==> config.mk <==
export PLATFORM = sky130hd
export DESIGN_NAME = video_timing_gen
export DESIGN_NICKNAME = d
export VERILOG_FILES = /design/src/rtl/video_pkg.sv /design/src/rtl/video_axis_counter.sv /design/src/rtl/video_timing_gen.sv
export SDC_FILE = /design/constraint.sdc
export NUM_CORES = 1
export LEC_CHECK = 0
export CORE_MARGIN = 8
export CORE_UTILIZATION = 50
export DETAILED_ROUTE_END_ITERATION = 8
export PLACE_DENSITY = 0.76
export SLEW_MARGIN = 40
export SYNTH_ARGS = -nofsm -noshare
export SYNTH_HDL_FRONTEND = slang
export SYNTH_SLANG_ARGS = --single-unit
==> constraint.sdc <==
create_clock -name clk -period 4.3 [get_ports clk]
set_input_delay 0.86 -clock clk [delete_from_list [all_inputs] [get_ports clk]]
set_output_delay 0.86 -clock clk [all_outputs]
set_load 0.005 [all_outputs]
==> src/rtl/video_pkg.sv <==
// Shared types and default 1024x768@60 (65 MHz) timing constants for the video timing generator.
package video_pkg;

  typedef logic [15:0] coord_t;

  typedef enum logic [1:0] {
    ACTIVE = 2'd0,
    FRONT  = 2'd1,
    SYNC   = 2'd2,
    BACK   = 2'd3
  } axis_phase_t;

  localparam int unsigned DEF_H_VISIBLE = 1024;
  localparam int unsigned DEF_H_FRONT   = 24;
  localparam int unsigned DEF_H_SYNC    = 136;
  localparam int unsigned DEF_H_BACK    = 160;
  localparam int unsigned DEF_V_VISIBLE = 768;
  localparam int unsigned DEF_V_FRONT   = 3;
  localparam int unsigned DEF_V_SYNC    = 6;
  localparam int unsigned DEF_V_BACK    = 29;

  localparam int unsigned MAX_AXIS_TOTAL = 65536;

endpackage

==> src/rtl/video_axis_counter.sv <==
// One raster axis: wrapping position counter with a four-phase ACTIVE/FRONT/SYNC/BACK state machine.
module video_axis_counter
  import video_pkg::*;
#(
  parameter int unsigned ACTIVE_LEN = DEF_H_VISIBLE,
  parameter int unsigned FRONT_LEN  = DEF_H_FRONT,
  parameter int unsigned SYNC_LEN   = DEF_H_SYNC,
  parameter int unsigned BACK_LEN   = DEF_H_BACK
) (
  input  logic        clk,
  input  logic        rst_n,
  input  logic        advance,
  output coord_t      count,
  output axis_phase_t phase,
  output logic        wrap,
  output logic        in_sync
);

  localparam int unsigned TOTAL = ACTIVE_LEN + FRONT_LEN + SYNC_LEN + BACK_LEN;

  // Every phase needs at least one position or the boundary compares below never fire.
  if (TOTAL > MAX_AXIS_TOTAL || ACTIVE_LEN == 0 || FRONT_LEN == 0 ||
      SYNC_LEN == 0 || BACK_LEN == 0) begin : g_bad_timing
    $error("video_axis_counter: axis total must be <= 65536 and every phase non-empty");
  end

  localparam coord_t FRONT_START = coord_t'(ACTIVE_LEN);
  localparam coord_t SYNC_START  = coord_t'(ACTIVE_LEN + FRONT_LEN);
  localparam coord_t BACK_START  = coord_t'(ACTIVE_LEN + FRONT_LEN + SYNC_LEN);
  localparam coord_t LAST        = coord_t'(TOTAL - 1);

  coord_t      count_reg, count_next;
  axis_phase_t phase_reg, phase_next;
  logic        wrap_next;

  always_ff @(posedge clk or negedge rst_n) begin
    if (!rst_n) begin
      count_reg <= '0;
      phase_reg <= ACTIVE;
    end else begin
      count_reg <= count_next;
      phase_reg <= phase_next;
    end
  end

  always_comb begin
    count_next = count_reg;
    phase_next = phase_reg;
    wrap_next  = 1'b0;
    if (advance) begin
      if (count_reg == LAST) begin
        count_next = '0;
        phase_next = ACTIVE;
        wrap_next  = 1'b1;
      end else begin
        count_next = count_reg + coord_t'(1);
        // Phase follows the new count so phase_reg always describes count_reg.
        unique case (phase_reg)
          ACTIVE:  if (count_next == FRONT_START) phase_next = FRONT;
          FRONT:   if (count_next == SYNC_START)  phase_next = SYNC;
          SYNC:    if (count_next == BACK_START)  phase_next = BACK;
          default: phase_next = phase_reg;
        endcase
      end
    end
  end

  assign count   = count_reg;
  assign phase   = phase_reg;
  assign wrap    = wrap_next;
  assign in_sync = (phase_reg == SYNC);

endmodule

==> src/rtl/video_timing_gen.sv <==
// Free-running raster timing generator (coordinates, visible, syncs, line/frame pulses).
// Define VIDEO_TIMING_SYNC_DELAY_EN to delay hsync/vsync by one extra register stage.
module video_timing_gen
  import video_pkg::*;
#(
  parameter int unsigned H_VISIBLE = DEF_H_VISIBLE,
  parameter int unsigned H_FRONT   = DEF_H_FRONT,
  parameter int unsigned H_SYNC    = DEF_H_SYNC,
  parameter int unsigned H_BACK    = DEF_H_BACK,
  parameter int unsigned V_VISIBLE = DEF_V_VISIBLE,
  parameter int unsigned V_FRONT   = DEF_V_FRONT,
  parameter int unsigned V_SYNC    = DEF_V_SYNC,
  parameter int unsigned V_BACK    = DEF_V_BACK,
  parameter bit          HSYNC_POL = 1'b0,
  parameter bit          VSYNC_POL = 1'b0
) (
  input  logic        clk,
  input  logic        rst_n,
  output logic [15:0] x,
  output logic [15:0] y,
  output logic        visible,
  output logic        hsync,
  output logic        vsync,
  output logic        line_start,
  output logic        frame_start
);

  coord_t      h_count, v_count;
  axis_phase_t h_phase, v_phase;
  logic        h_wrap, h_in_sync, v_in_sync;
  logic        v_wrap_unused;

  video_axis_counter #(
    .ACTIVE_LEN(H_VISIBLE), .FRONT_LEN(H_FRONT), .SYNC_LEN(H_SYNC), .BACK_LEN(H_BACK)
  ) u_h_axis (
    .clk     (clk),
    .rst_n   (rst_n),
    .advance (1'b1),
    .count   (h_count),
    .phase   (h_phase),
    .wrap    (h_wrap),
    .in_sync (h_in_sync)
  );

  video_axis_counter #(
    .ACTIVE_LEN(V_VISIBLE), .FRONT_LEN(V_FRONT), .SYNC_LEN(V_SYNC), .BACK_LEN(V_BACK)
  ) u_v_axis (
    .clk     (clk),
    .rst_n   (rst_n),
    .advance (h_wrap),
    .count   (v_count),
    .phase   (v_phase),
    .wrap    (v_wrap_unused),
    .in_sync (v_in_sync)
  );

  // Output stage: every output is a registered decode of the same counter pair,
  // so the first edge after reset presents (0,0).
  coord_t x_reg, y_reg;
  logic   visible_reg, line_start_reg, frame_start_reg, hsync_reg, vsync_reg;

  always_ff @(posedge clk or negedge rst_n) begin
    if (!rst_n) begin
      x_reg           <= '0;
      y_reg           <= '0;
      visible_reg     <= 1'b0;
      line_start_reg  <= 1'b0;
      frame_start_reg <= 1'b0;
      hsync_reg       <= ~HSYNC_POL;
      vsync_reg       <= ~VSYNC_POL;
    end else begin
      x_reg           <= h_count;
      y_reg           <= v_count;
      visible_reg     <= (h_phase == ACTIVE) && (v_phase == ACTIVE);
      line_start_reg  <= (h_count == '0);
      frame_start_reg <= (h_count == '0) && (v_count == '0);
      hsync_reg       <= h_in_sync ? HSYNC_POL : ~HSYNC_POL;
      vsync_reg       <= v_in_sync ? VSYNC_POL : ~VSYNC_POL;
    end
  end

`ifdef VIDEO_TIMING_SYNC_DELAY_EN
  logic hsync_d_reg, vsync_d_reg;

  always_ff @(posedge clk or negedge rst_n) begin
    if (!rst_n) begin
      hsync_d_reg <= ~HSYNC_POL;
      vsync_d_reg <= ~VSYNC_POL;
    end else begin
      hsync_d_reg <= hsync_reg;
      vsync_d_reg <= vsync_reg;
    end
  end

  assign hsync = hsync_d_reg;
  assign vsync = vsync_d_reg;
`else
  assign hsync = hsync_reg;
  assign vsync = vsync_reg;
`endif

  assign x           = x_reg;
  assign y           = y_reg;
  assign visible     = visible_reg;
  assign line_start  = line_start_reg;
  assign frame_start = frame_start_reg;

endmodule

Word-level counts from Yosys, hierarchy flattened

Cells that the tools add are included.
W data, S select, Z words.

Word-level logic and storage cells: 56
Flip-flop bits (word level): 73
Output and inout bits: 37

Mux-type cells: 15
Add/subtract/negate cells: 2
Reductions and logical operators: 10
Equal/unequal tests: 18

Operators with widths:

| operator                | count |
|---|---|
| $eq A16 B10 Y1 const B  | 4 |
| $eq A16 B11 Y1 const B  | 4 |
| $add A16 B1 Y16 const B | 2 |
| $logic_not A16 Y1       | 2 |
| $mux W16                | 2 |
| $ne A3 B1 Y1 const B    | 6 |
| $mux W2                 | 8 |
| $pmux W2 S3             | 2 |
| $reduce_bool A4 Y1      | 2 |
| $reduce_and A5 Y1       | 1 |
| $eq A2 B1 Y1 const B    | 2 |
| $eq A2 B2 Y1 const B    | 2 |
| $logic_not A2 Y1        | 2 |
| $reduce_and A4 Y1       | 1 |
| $mux W1                 | 3 |
| $logic_and A1 B1 Y1     | 2 |

Longest topological paths before layout

Word-level depth: 5
Mapped depth: 9
Depth with buffers taken out: 8

By module

From an unflattened synthesis, not the netlist that was laid out.

Cell total of the unflattened synthesis: 360
Area total of the unflattened synthesis: 3756.1 um^2

Modules (own cells, without submodules):

| module                         | cells an instance | area an instance (um^2) | seq. area each (um^2) | times used |
|---|---|---|---|---|
| video_axis_counter at u_h_axis | 155               | 1375.1                  | 450.4                 | 1 |
| video_axis_counter at u_v_axis | 153               | 1357.6                  | 450.4                 | 1 |
| video_timing_gen               | 52                | 1023.5                  | 928.4                 | 1 |

Worst setup path before layout

No wires, ideal clock.

Kind: register to register
Start point: reg u_v_axis.count_reg[0] (netlist: u_v_axis.count[0])
End point: reg u_v_axis.phase_reg[1] (netlist: u_v_axis.phase[1])
Stages on the path, launching flop included: 9
Setup slack: 1974 ps
Buffers on the path: 0
Library setup time: 128 ps
Data required time: 4172 ps
Data arrival time: 2198 ps
Cells stage by stage: dfrtp_1 > ha_1 > and2_1 > and3_1 > and2b_1 > nor3_1 > o21ai_0 > nor4_2 > mux2_1

Cells in the longest elaborated chain, start to end: 4

Ends and longest elaborated chain:

| element                           | line                                                                         | source |
|---|---|---|
| start, declared                   | video_axis_counter.sv:32                                                     | `coord_t count_reg, count_next;` |
| start signal, assigned            | video_axis_counter.sv:41                                                     | `count_reg <= count_next;` |
| $add A16 B1 Y16                   | video_axis_counter.sv:56                                                     | `count_next = count_reg + coord_t'(1);` |
| $eq A16 B10 Y1 (on tied branches) | video_axis_counter.sv:60, video_axis_counter.sv:59, video_axis_counter.sv:61 |  |
| $ne A3 B1 Y1 (no line)            | --                                                                           |  |
| $reduce_and A5 Y1 (no line)       | --                                                                           |  |
| end signal, assigned              | video_axis_counter.sv:42                                                     | `phase_reg <= phase_next;` |
| end, declared                     | video_axis_counter.sv:33                                                     | `axis_phase_t phase_reg, phase_next;` |

Parallel ways exist; a longest one is shown, timed or not.
A chain may end at the register's enable or synchronous reset.

Worst setup path in the final report

Same ends and word-level chain as after synthesis.

==> results.sh <==
export IMPL_synth_avg_cell_area_sq_um=10.6
export IMPL_ant_nets=0
export IMPL_seqPwrFrac=0.535
export IMPL_yosys_register_bits=73
export IMPL_power_internal_mw=1.03
export IMPL_clk_pin_slew_ps=70
export IMPL_max_clock_freq_ghz=0.359
export IMPL_antenna_found_initial=0
export IMPL_synth_ff_type="dfrtp_1"
export IMPL_worstMarginPinSlew_ps=789
export IMPL_worstPathArrival_ps=3020
export IMPL_grt_pass1_vias=2448
export IMPL_fillers=546
export IMPL_skew_ps=5.54
export IMPL_whs_path_depth=0
export IMPL_clkPwrFrac=0.454
export IMPL_run_status="finished clean"
export IMPL_met2_length_um=3320
export IMPL_dpl_instance_area_sq_mm=0.00382
export IMPL_row_count=30
export IMPL_wl_met3_um=474
export IMPL_ys_seq_area_frac=0.534
export IMPL_layout_commonest_cell="dfrtp_1"
export IMPL_start_util=0.510
export IMPL_synth_largest_area_cell="dfrtp_1"
export IMPL_regArea_sq_mm=0.00183
export IMPL_routed_wl_um=7030
export IMPL_combPwrFrac=0.011
export IMPL_switching_power_mw=0.254
export IMPL_layout_drive_gt1_share=0.0803
export IMPL_first_pass_iters=4
export IMPL_critPathBufInv=0
export IMPL_drt_iter0_markers=196
export IMPL_post_drt_wl_per_cell_um=15.9
export IMPL_top_layer_used="met4"
export IMPL_startpoint="u_v_axis.count[0]$_DFFE_PN0P_"
export IMPL_fin_crit_sh=0.648
export IMPL_tns_ps=0
export IMPL_yosys_warnings=0
export IMPL_finalHoldViolCount=0
export IMPL_synth_area_sq_mm=0.00343
export IMPL_die_h_um=98.8
export IMPL_rsz0062_at_grt="false"
export IMPL_drc=0
export IMPL_cts_tree="yes"
export IMPL_p_per_area_mw_per_mm2=318
export IMPL_synthDistinctLibCells=46
export IMPL_critPathLaunchType="flop"
export IMPL_worstPathCellList="ha_1, and2_1, and3_1, and2b_1, and3_1, o21ai_0, nor4_2, mux2_1"
export IMPL_fin_crit_ps=2790
export IMPL_cp_depth=8
export IMPL_path_max_fanout=9
export IMPL_num_antenna_cells=0
export IMPL_postCtsSetupBuffers=0
export IMPL_cts_path_max_buffers=2
export IMPL_hp_class="flop to flop"
export IMPL_worst_r2r_endpoint="u_v_axis.phase[1]$_DFFE_PN0P_"
export IMPL_slew_violations=0
export IMPL_grt_first_pass_wirelength_um=11800
export IMPL_synth_top_area_frac=0.518
export IMPL_final_area_sq_mm=0.00404
export IMPL_synth_edf_count=0
export IMPL_areaGrowthSynthToFinish_pct=17.8
export IMPL_numCtsBuffers=9
export IMPL_synthTopCellsByArea="dfrtp_1 52%, ha_1 5.1%, xnor2_1 4.1%, o21ai_0 3.4%, nand2_1 3.2%"
export IMPL_power_leakage_nw=1.76
export IMPL_endpoint="u_v_axis.phase[1]$_DFFE_PN0P_"
export IMPL_clkLatencyLatePin_ps=340
export IMPL_synth_fp_nets=339
export IMPL_vias=2489
export IMPL_num_nets_final=372
export IMPL_cts_root_buf="clkbuf_8"
export IMPL_core_area_sq_mm=0.00672
export IMPL_max_slew_margin=0.474
export IMPL_ioPinCount=39
export IMPL_switching_share=0.198
export IMPL_multiInputGateArea_sq_mm=0.00143
export IMPL_async_reset_ff_frac=1.00
export IMPL_r2r_start="u_v_axis.count[0]$_DFFE_PN0P_"
export IMPL_crit_path_frequent_cell="and3_1"
export IMPL_die_area_sq_mm=0.00976
export IMPL_synthCells=323
export IMPL_wl_met1_um=3170
export IMPL_reg2reg_slack_ps=1510
export IMPL_cts_hold_buf=0
export IMPL_worstSetupEndpointType="flop"
export IMPL_track_usage=0.152
export IMPL_layout_common_cells="71 x dfrtp_1, 37 x clkdlybuf4s50_1, 29 x nand2_1"
export IMPL_worst_path_max_delay_cell="dfrtp_1"
export IMPL_cts_sinks=73
export IMPL_cts_max_level=3
export IMPL_vias_per_cell=5.64
export IMPL_r2r_cells=8
export IMPL_grt_overflow=0
export IMPL_finalSetupViolations=0
export IMPL_dp_hpwl_um=4710
export IMPL_cts_repair_resized=0
export IMPL_crit_type="flop to flop"
export IMPL_maxCapViolCount=0
export IMPL_required_ps=4530
export IMPL_slowest_delay_ps=520
export IMPL_cp_top_family="simple AND/OR/NAND/NOR gates"
export IMPL_vdd_drop_max_uv=154
export IMPL_gp_congestion=0.873
export IMPL_portBuffers=38
export IMPL_die_w_um=98.8
export IMPL_grt_max_degree=50
-- final cells by class --
type	instances	share of cell area
tap	80	0.0248
inverter	17	0.0158
timing repair buffer	41	0.0991
clock buffer	11	0.0350
clock inverter	5	0.0195
multi-input combinational	214	0.353
sequential	73	0.453
-- kinds of logic (layout without fill, tap and decap cells) --
kind of cell / Yosys count / after routing / share of synthesized area
buffers and inverters: 36 / 74 / 0.0507
xor gates and xnor gates: 25 / 25 / 0.0639
AOI/OAI and AO/OA: 52 / 52 / 0.0938
DFF: 73 / 73 / 0.534
and+or+nand+nor: 117 / 117 / 0.189
adders and majority gates: 14 / 14 / 0.0511
muxes: 6 / 6 / 0.0182
-- worst register-to-register path, stage by stage (launching register included) --
cell and delay, ps:
dfrtp_1 520, ha_1 310, and2_1 240, and3_1 280
and2b_1 230, and3_1 170, o21ai_0 110, nor4_2 460
mux2_1 360
-- Yosys cell counts (all sizes together) (2+ instances only) --
cell type	n
nand2b	2
nand4	12
dfstp	2
nor2	17
o31ai	5
and3	9
ha	14
inv	17
nor3b	2
a31oi	3
mux2	2
and2	3
clkbuf	8
nor4b	2
a21oi	8
xnor2	16
o21ai	23
a211oi	3
o211ai	2
buf	11
nand3	16
dfrtp	71
xor2	9
nor4	5
mux2i	4
nand2	29
nor3	12
and4	5
-- through the flow --
step / setup WS [ps] / total power [mW] / util / hold WS, ps / cells
global route: 1340 / 1.33 / 0.601 / 444 / 441
CTS: 1500 / 1.30 / 0.601 / 434 / 441
detailed placement: 1560 / 0.715 / 0.568 / 420 / 425
floorplan: 1970 / 0.700 / - / 349 / 323
finish: 1510 / 1.28 / 0.601 / 428 / 441
global placement: 1630 / 0.715 / 0.568 / 409 / 425
-- metal layers --
layer | track usage | vias up
met1 | 0.192 | 1220
met4 | 0.0590 | 0
met2 | 0.237 | 67
met5 | 0 | -
met3 | 0.0479 | 6
li1 | - | 1196
-- power by group through the flow --
stage | sequential (mW) | clock (mW) | combinational [mW]
after floorplan | 0.700 | 0 | 0.000000584
after global routing | 0.686 | 0.631 | 0.0176
after global placement | 0.700 | 0 | 0.0151
final | 0.686 | 0.583 | 0.0145
after CTS | 0.686 | 0.597 | 0.0158
after detailed placement | 0.700 | 0 | 0.0159
-- worst min-delay path by stage --
| stage | start | end | slack (ps) |
|---|---|---|---|
| 6_report | u_h_axis.count[15]$_DFF_PN0_ | x[15]$_DFF_PN0_ | 430 |
| 5_1_grt | u_h_axis.count[15]$_DFF_PN0_ | x[15]$_DFF_PN0_ | 440 |
| 3_5_place_dp | u_h_axis.count[15]$_DFF_PN0_ | x[15]$_DFF_PN0_ | 420 |
| 2_1_floorplan | u_h_axis.count[2]$_DFF_PN0_ | x[2]$_DFF_PN0_ | 350 |
| 3_3_place_gp | u_h_axis.count[15]$_DFF_PN0_ | x[15]$_DFF_PN0_ | 410 |
| 4_1_cts | u_h_axis.count[15]$_DFF_PN0_ | x[15]$_DFF_PN0_ | 430 |
Note: power is estimated with default switching activity, not from simulation.
